## config.mk

```make
export PLATFORM = sky130hd
export DESIGN_NAME = pipeline_multiplier
export DESIGN_NICKNAME = d
export VERILOG_FILES = /design/src/rtl/pipeline_multiplier_pkg.sv /design/src/rtl/pipeline_multiplier_stage.sv /design/src/rtl/pipeline_multiplier.sv
export SDC_FILE = /design/constraint.sdc
export NUM_CORES = 1
export LEC_CHECK = 0
export ABC_AREA = 1
export BUFFER_PORTS_ARGS = -buffer_cell sky130_fd_sc_hd__buf_2
export CAP_MARGIN = 25
export CORE_MARGIN = 8
export CORE_UTILIZATION = 33
export CTS_CLUSTER_SIZE = 12
export DETAILED_ROUTE_END_ITERATION = 7
export GPL_ROUTABILITY_DRIVEN = 0
export SLEW_MARGIN = 15
export SYNTH_ARGS = -nofsm -noshare
export SYNTH_HDL_FRONTEND = slang
export SYNTH_HIERARCHICAL = 1
export SYNTH_SLANG_ARGS = --single-unit
export TNS_END_PERCENT = 30
```

## constraint.sdc

```tcl
create_clock -name clock -period 6.5 [get_ports clock]
set_input_delay 1.3 -clock clock [delete_from_list [all_inputs] [get_ports clock]]
set_output_delay 1.3 -clock clock [all_outputs]
set_load 0.1 [all_outputs]
```

## src/rtl/pipeline_multiplier_pkg.sv

```systemverilog
// Shared width constants for the restoring divider and its inverse multiplier.
// Both blocks import this package so that they always agree on operand widths.
//   QW      quotient width, also the number of pipeline stages
//   DW      divisor / addend width
//   PW      product width (QW + DW), derived and not overridable
//   NSTAGES pipeline depth
package pipeline_multiplier_pkg;

    localparam int QW      = 8;
    localparam int DW      = 20;
    localparam int PW      = QW + DW;
    localparam int NSTAGES = QW;

endpackage

```

## src/rtl/pipeline_multiplier_stage.sv

```systemverilog
// One shift-and-add step of the pipelined multiplier, consuming one quotient
// bit (MSB first) per clock.
// Ports:
//   clock, reset_n          clock and asynchronous active-low reset
//   start                   valid bit entering this stage
//   acc_in [PW]             partial sum from the previous stage
//   divisor, addend [DW]    operands carried alongside the data
//   q_in [QW]               remaining quotient bits; bit QW-1 is used here
//   start_out               registered valid
//   acc_out [PW]            (acc_in << 1) + (q_in[QW-1] ? divisor : 0)
//   divisor_out, addend_out operands passed through unchanged
//   q_out [QW]              q_in shifted left by one
module multiplier_pipe_stage
    import pipeline_multiplier_pkg::*;
(
    input  logic          clock,
    input  logic          reset_n,
    input  logic          start,
    input  logic [PW-1:0] acc_in,
    input  logic [DW-1:0] divisor,
    input  logic [DW-1:0] addend,
    input  logic [QW-1:0] q_in,
    output logic          start_out,
    output logic [PW-1:0] acc_out,
    output logic [DW-1:0] divisor_out,
    output logic [DW-1:0] addend_out,
    output logic [QW-1:0] q_out
);

    logic [PW-1:0] partial;

    assign partial = q_in[QW-1] ? PW'(divisor) : '0;

    // Data registers load every cycle regardless of valid; bubbles carry
    // don't-care data and only the valid bit decides whether it is used.
    always_ff @(posedge clock or negedge reset_n) begin
        if (!reset_n) begin
            start_out   <= 1'b0;
            acc_out     <= '0;
            divisor_out <= '0;
            addend_out  <= '0;
            q_out       <= '0;
        end else begin
            start_out   <= start;
            acc_out     <= (acc_in << 1) + partial;
            divisor_out <= divisor;
            addend_out  <= addend;
            q_out       <= q_in << 1;
        end
    end

endmodule

```

## src/rtl/pipeline_multiplier.sv

```systemverilog
// Fixed-latency (8 clocks), fully pipelined multiply-accumulate:
//   product = q * divisor + addend
// Rebuilds the dividend from the restoring divider's quotient and remainder,
// and doubles as a general 8x20 scaler. One operation per clock, no stall.
// Ports:
//   clock     rising-edge clock
//   reset_n   asynchronous active-low reset
//   start     qualifies q/divisor/addend this cycle
//   q         multiplier operand (quotient), 8 bits
//   divisor   multiplicand, 20 bits
//   addend    added to the final sum (remainder), 20 bits
//   product   28-bit result, held between results
//   StartOut  one-cycle pulse marking a new product
module pipeline_multiplier
    import pipeline_multiplier_pkg::*;
(
    input  logic          clock,
    input  logic          reset_n,
    input  logic          start,
    input  logic [QW-1:0] q,
    input  logic [DW-1:0] divisor,
    input  logic [DW-1:0] addend,
    output logic [PW-1:0] product,
    output logic          StartOut
);

    // Index 0 is the module input; index k+1 is the output of stage k.
    logic          vld_c [0:NSTAGES-1];
    logic [PW-1:0] acc_c [0:NSTAGES-1];
    logic [DW-1:0] div_c [0:NSTAGES-1];
    logic [DW-1:0] add_c [0:NSTAGES-1];
    logic [QW-1:0] q_c   [0:NSTAGES-1];

    assign vld_c[0] = start;
    assign acc_c[0] = '0;
    assign div_c[0] = divisor;
    assign add_c[0] = addend;
    assign q_c[0]   = q;

    for (genvar k = 0; k < NSTAGES - 1; k++) begin : g_stage
        multiplier_pipe_stage u_stage (
            .clock       (clock),
            .reset_n     (reset_n),
            .start       (vld_c[k]),
            .acc_in      (acc_c[k]),
            .divisor     (div_c[k]),
            .addend      (add_c[k]),
            .q_in        (q_c[k]),
            .start_out   (vld_c[k+1]),
            .acc_out     (acc_c[k+1]),
            .divisor_out (div_c[k+1]),
            .addend_out  (add_c[k+1]),
            .q_out       (q_c[k+1])
        );
    end

    // After NSTAGES-1 left shifts only the original q[0] can still be set
    // (the low bits are shifted-in zeros, also zero out of reset), so the
    // OR-reduction equals that last bit.
    logic          last_bit;
    logic [PW-1:0] last_partial;
    logic [PW-1:0] final_sum;

    assign last_bit     = |q_c[NSTAGES-1];
    assign last_partial = last_bit ? PW'(div_c[NSTAGES-1]) : '0;
    assign final_sum    = (acc_c[NSTAGES-1] << 1) + last_partial
                          + PW'(add_c[NSTAGES-1]);

    always_ff @(posedge clock or negedge reset_n) begin
        if (!reset_n) begin
            product  <= '0;
            StartOut <= 1'b0;
        end else begin
            StartOut <= vld_c[NSTAGES-1];
            if (vld_c[NSTAGES-1]) begin
                product <= final_sum;
            end
        end
    end

endmodule
```

==> results of run 1 <==
[power by group]
group	switching (mW)	internal, mW
Combinational	3.67	1.65
Sequential	0.381	3.95
Clock	1.31	1.94
Total	5.36	7.54
[per-layer routing]
metal | vias to the layer above | global-route usage (%) | wire length, µm
met4 | 0 | 6.01 | 2810
met5 | - | 0 | 0
met3 | 162 | 1.90 | 2100
li1 | 10533 | - | -
met2 | 352 | 26.7 | 33800
met1 | 9515 | 14.4 | 24700
[worst max path at each step]
stage                                          start  slack, ns                      end  depth (start not counted)
6_report       g_stage[6].u_stage/q_out[3]$_DFF_PN0_       3.28  product[17]$_DFFE_PN0P_                         15
5_1_grt        g_stage[6].u_stage/q_out[3]$_DFF_PN0_       2.88  product[21]$_DFFE_PN0P_                         15
4_1_cts        g_stage[6].u_stage/q_out[3]$_DFF_PN0_       3.27  product[25]$_DFFE_PN0P_                         17
3_5_place_dp   g_stage[6].u_stage/q_out[3]$_DFF_PN0_       3.31  product[25]$_DFFE_PN0P_                         17
3_3_place_gp   g_stage[6].u_stage/q_out[3]$_DFF_PN0_       3.32  product[25]$_DFFE_PN0P_                         17
2_1_floorplan  g_stage[6].u_stage/q_out[3]$_DFF_PN0_       3.71  product[15]$_DFFE_PN0P_                         18
[per-stage QoR]
step	power (mW)	area (µm²)	utilization, %	instances
CTS	13.0	31500	37.8	4694
global placement	9.67	29600	35.4	4598
global route	13.9	31600	37.8	4696
finish	12.9	31600	37.8	4696
floorplan	8.39	27900	-	3460
detailed placement	9.71	29600	35.4	4598
[cell usage in the layout (no fill, tap or decap), drive strengths merged, types with 3 or more instances in the layout]
cell,count
clkbuf,79
a21oi,87
o21bai,3
or2,10
xor2,55
dfrtp,533
xnor2,50
ha,154
nand4,46
nand2,1216
o21ai,38
nor2,238
clkinv,11
clkinvlp,4
inv,723
conb,29
bufinv,4
fa,27
nand3b,9
nand3,175
and2,15
nor3,19
buf,87
[critical path, delay by kind of cell (launching register included)]
| family | cells | cell delay (ns) |
|---|---|---|
| AND/OR/NAND/NOR | 8 | 1.06 |
| adder cells (fa/ha/maj) | 2 | 0.87 |
| buffers and inverters | 3 | 0.53 |
| flip-flops | 1 | 0.36 |
| AO/OA/AOI/OAI | 2 | 0.29 |
[sequential cells by signal, indices dropped and copies added, names as in the netlist]
register and count:
StartOut 1, g_stage.u_stage/acc_out 168, g_stage.u_stage/addend_out 140, g_stage.u_stage/divisor_out 140, g_stage.u_stage/q_out 49, g_stage.u_stage/start_out 7, product 28
[cell type report]
cell class	instances	area (µm²)	share of cell area, %
tap	1080	1350	4.28
timing repair buffer	87	531	1.68
inverter	725	2720	8.61
sequential	533	13300	42.2
clock buffer	79	1660	5.25
multi-input combinational	2175	11700	37.1
clock inverter	17	270	0.855
==> flow_metrics.env, run 1 <==
export IMPL_cts_tree="built"
export IMPL_yosysWarnings=6
export IMPL_end_kind="register"
export IMPL_hold_depth=0
export IMPL_crit_path_top_delay_cell="fa_1"
export IMPL_avgViaCountPerCell=4.38
export IMPL_htree_num_levels=2
export IMPL_crit_path_cell_trace="nor4_1, nand4_1, clkinv_1, nor2_1, fa_1, inv_1, fa_1, inv_1, nand3_1, nand3_1, nand2_1, a21oi_1, o21ai_0, nand3_1, nand2_1"
export IMPL_pin_count=80
export IMPL_syn_inst=3439
export IMPL_grt_total_usage_pct=13.7
export IMPL_nets=3811
export IMPL_drc=0
export IMPL_clkTransAtPathRegs_ns=0.06
export IMPL_vias=20562
export IMPL_r2r_end="product[17]$_DFFE_PN0P_"
export IMPL_area_delta_synth_final_pct=13.5
export IMPL_dieArea_um2=93900
export IMPL_avgRoutedWirePerCell_um=13.5
export IMPL_crit_type="reg -> reg"
export IMPL_gr_total_overflow=0
export IMPL_fin_worst_skew_ns=0.0465
export IMPL_grt_max_degree=179
export IMPL_clock_sinks=533
export IMPL_cts_max_path_buffers=3
export IMPL_dp_slack_ns=3.31
export IMPL_postSynthAreaPerCell_um2=8.10
export IMPL_hold_buffers=0
export IMPL_crit_fanout=19
export IMPL_nFillCells=8643
export IMPL_insertion_delay_ns=0.63
export IMPL_ant_nets=0
export IMPL_antenna_found_initial=1
export IMPL_ir_drop_mv=0.324
export IMPL_core_um2=83600
export IMPL_slew_headroom_pct=33.9
export IMPL_synth_area_um2=27800
export IMPL_rsz0062_at_grt="false"
export IMPL_drt_wl_total_um=63400
export IMPL_ctsResizeCount=0
export IMPL_cpPeakStageDelay_ns=0.52
export IMPL_io_buffer_count=79
export IMPL_drive_gt1_share_pct=9.85
export IMPL_cp_required_ns=7.02
export IMPL_hold_ws_ns=0.343
export IMPL_drtIter0Drc=982
export IMPL_grt_pass1_wl_um=105000
export IMPL_rrSetupSlack_ns=3.28
export IMPL_finalWorstSetupSlack_ns=3.28
export IMPL_path_common_cell="nand3_1"
export IMPL_finalHoldViolations=0
export IMPL_die_x_um=306
export IMPL_timing_fmax_ghz=0.311
export IMPL_min_from="g_stage[0].u_stage/addend_out[7]$_DFF_PN0_"
export IMPL_cellPowerDensity_nw_per_um2=408
export IMPL_cap_violations=0
export IMPL_num_rows=106
export IMPL_numCtsBuffers=57
export IMPL_reg2reg_from="g_stage[6].u_stage/q_out[3]$_DFF_PN0_"
export IMPL_fin_crit_ns=3.22
export IMPL_outcome="finished, final reports clean"
export IMPL_hold_class="reg -> reg"
export IMPL_p_leak_nw=17.7
export IMPL_cts_setup_buffers=0
export IMPL_diodes=0
export IMPL_r2r_cells=15
export IMPL_clockRootBuffer="clkbuf_16"
export IMPL_worstPathArrival_ns=3.74
export IMPL_die_h_um=306
export IMPL_grt_pass1_vias=21236
export IMPL_cp_start_kind="register"
export IMPL_setup_viol=0
export IMPL_firstDrtPassIters=5
export IMPL_slew_viol_final=0
export IMPL_tightest_slew_ns=0.991
export IMPL_min_to="g_stage[1].u_stage/addend_out[7]$_DFF_PN0_"
export IMPL_start_util_pct=33.3
export IMPL_place_hpwl_um=50700
export IMPL_fin_crit_sh_pct=49.5
export IMPL_fin_setup_tns_ns=0
(Power assumes the default switching activity.)
==> run 2: changes to the inputs <==
clock period = 3.2 ns   (was 6.5 ns; I/O delays follow)
==> run 2 against run 1 <==
Power up 100%. Critical path type unchanged. Critical endpoint is now product[19]$_DFFE_PN0P_. Via count up 0.68%. First-iteration DRC count up 13%. Global-route usage up 0.17 points. Clock-buffer cell count down 1. Final cell count up 0.34%. Setup slack worse by 3.0 ns.
==> flow_metrics.env, run 2 (synthesis results as in run 1) <==
export IMPL_place_hpwl_um=51600
export IMPL_crit_family="simple AND/OR/NAND/NOR gates"
export IMPL_end_kind="register"
export IMPL_fin_crit_ns=2.97
export IMPL_nFillCells=8519
export IMPL_pin_count=80
export IMPL_crit_cells=16
export IMPL_slew_viol_final=0
export IMPL_crit_type="reg -> reg"
export IMPL_drtIter0Drc=1113
export IMPL_cellPowerDensity_nw_per_um2=830
export IMPL_multiInputGateArea_um2=11800
export IMPL_final_common_cell="nand2_1"
export IMPL_crit_buf_inv=2
export IMPL_largest_register_ffs=168
export IMPL_final_cell_area_um2=31800
export IMPL_reg_largest_list="g_stage.u_stage/acc_out x168, g_stage.u_stage/addend_out x140, g_stage.u_stage/divisor_out x140"
export IMPL_clock_sinks=533
export IMPL_grt_max_degree=81
export IMPL_crit_fanout=19
export IMPL_r2r_cells=16
export IMPL_insertion_delay_ns=0.64
export IMPL_timing_fmax_ghz=0.337
export IMPL_die_h_um=306
export IMPL_placed_cell_area_um2=29800
export IMPL_cap_violations=0
export IMPL_ant_nets=0
export IMPL_numCtsBuffers=58
export IMPL_tightest_slew_ns=0.750
export IMPL_hold_buffers=0
export IMPL_finalHoldViolations=0
export IMPL_antenna_found_initial=0
export IMPL_fin_setup_tns_ns=0
export IMPL_grt_pass1_wl_um=106000
export IMPL_cp_required_ns=3.72
export IMPL_ir_drop_mv=0.641
export IMPL_avgRoutedWirePerCell_um=13.6
export IMPL_start_util_pct=33.3
export IMPL_crit_path_cell_trace="nor4_2, nand4_1, clkinv_1, buf_12, nor2_1, fa_1, ha_1, nand2_2, nor2_4, nand3_1, nand3_2, nand3_1, nand2_1, nand2_1, nand3_1, nand2_1"
export IMPL_firstDrtPassIters=5
export IMPL_final_cell_mix="nand2_1 (1157), inv_1 (712), dfrtp_1 (533)"
export IMPL_cts_setup_buffers=0
export IMPL_avgViaCountPerCell=4.39
export IMPL_post_route_util_pct=38.0
export IMPL_cts_max_path_buffers=3
export IMPL_rsz0062_at_grt="true"
export IMPL_p_leak_nw=17.7
export IMPL_core_um2=83600
export IMPL_fin_crit_sh_pct=92.7
export IMPL_grt_pass1_vias=21319
export IMPL_grt_total_usage_pct=13.8
export IMPL_cpPeakStageDelay_ns=0.44
export IMPL_drt_wl_total_um=64000
export IMPL_drc=0
export IMPL_crit_path_top_delay_cell="fa_1"
export IMPL_setup_viol=0
export IMPL_dieArea_um2=93900
export IMPL_drive_gt1_share_pct=10.6
export IMPL_worstPathArrival_ns=3.48
export IMPL_slew_headroom_pct=50.0
export IMPL_diodes=0
export IMPL_clkTransAtPathRegs_ns=0.06
export IMPL_hold_class="in -> async"
export IMPL_fin_worst_skew_ns=0.0682
export IMPL_gr_total_overflow=0
export IMPL_vias=20702
export IMPL_area_delta_synth_final_pct=14.1
export IMPL_nets=3826
export IMPL_max_flop_register="g_stage.u_stage/acc_out"
export IMPL_total_power_mw=26.4
export IMPL_io_buffer_count=79
export IMPL_die_x_um=306
export IMPL_cp_start_kind="register"
export IMPL_outcome="finished, final reports clean"
export IMPL_num_rows=106
export IMPL_cts_tree="built"
export IMPL_clockRootBuffer="clkbuf_16"
export IMPL_htree_num_levels=2
export IMPL_register_area_um2=13300
## run 2: metal layers
layer,global-route usage (%),vias to the layer above,part of all wire [%]
li1,-,10573,-
met1,14.7,9602,39
met2,26.9,355,53
met3,1.83,172,3.1
met4,6.15,0,4.6
met5,0,-,0
## run 2: what timing repair did
item                       CTS  global route
hold endpoints to repair     0             0
setup endpoints to repair    0            13
gates resized for setup      0            13
## run 2: path summary, 6_finish.rpt
path	slack, ns	end	from
max in group asynchronous	2.28	g_stage[0].u_stage/divisor_out[19]$_DFF_PN0_	reset_n
min in group clock	0.10	g_stage[0].u_stage/q_out[5]$_DFF_PN0_	q[4]
setup / recovery	0.23	product[19]$_DFFE_PN0P_	g_stage[6].u_stage/q_out[3]$_DFF_PN0_
hold reg to reg	0.34	g_stage[3].u_stage/addend_out[13]$_DFF_PN0_	g_stage[2].u_stage/addend_out[13]$_DFF_PN0_
hold / removal	0.02	g_stage[4].u_stage/divisor_out[0]$_DFF_PN0_	reset_n
setup reg to reg	0.23	product[19]$_DFFE_PN0P_	g_stage[6].u_stage/q_out[3]$_DFF_PN0_
## run 2: area by class of cell
cell class	count	share of cell area, %
flip-flops and latches	533	42.0
multi-input cells	2175	37.1
inverters	725	8.56
clock buffers	78	5.21
well taps	1080	4.25
repair buffers	101	2.03
clock inverters	20	0.886
## run 2: power by group
part           total (mW)  internal, mW  switching (mW)
registers            8.80          8.02           0.778
clock network        6.61          3.95            2.66
logic                11.0          3.42            7.56
total                26.4          15.4            11.0
## run 2: per-stage QoR
step | cells | hold WS, ns | setup WS [ns]
after floorplan | 3460 | 0.331 | 0.413
after global placement | 4614 | 0.331 | 0.169
after detailed placement | 4614 | 0.335 | 0.200
after CTS | 4712 | 0.0195 | 0.178
after global routing | 4712 | 0.0470 | -0.0130
final | 4712 | 0.0241 | 0.234
## run 2: worst register-to-register path, stage by stage, from the launching register on
cell	delay, ns
dfrtp_1	0.37
nor4_2	0.26
nand4_1	0.14
clkinv_1	0.10
buf_12	0.15
nor2_1	0.07
fa_1	0.44
ha_1	0.43
nand2_2	0.13
nor2_4	0.16
nand3_1	0.10
nand3_2	0.13
nand3_1	0.12
nand2_1	0.08
nand2_1	0.05
nand3_1	0.06
nand2_1	0.05
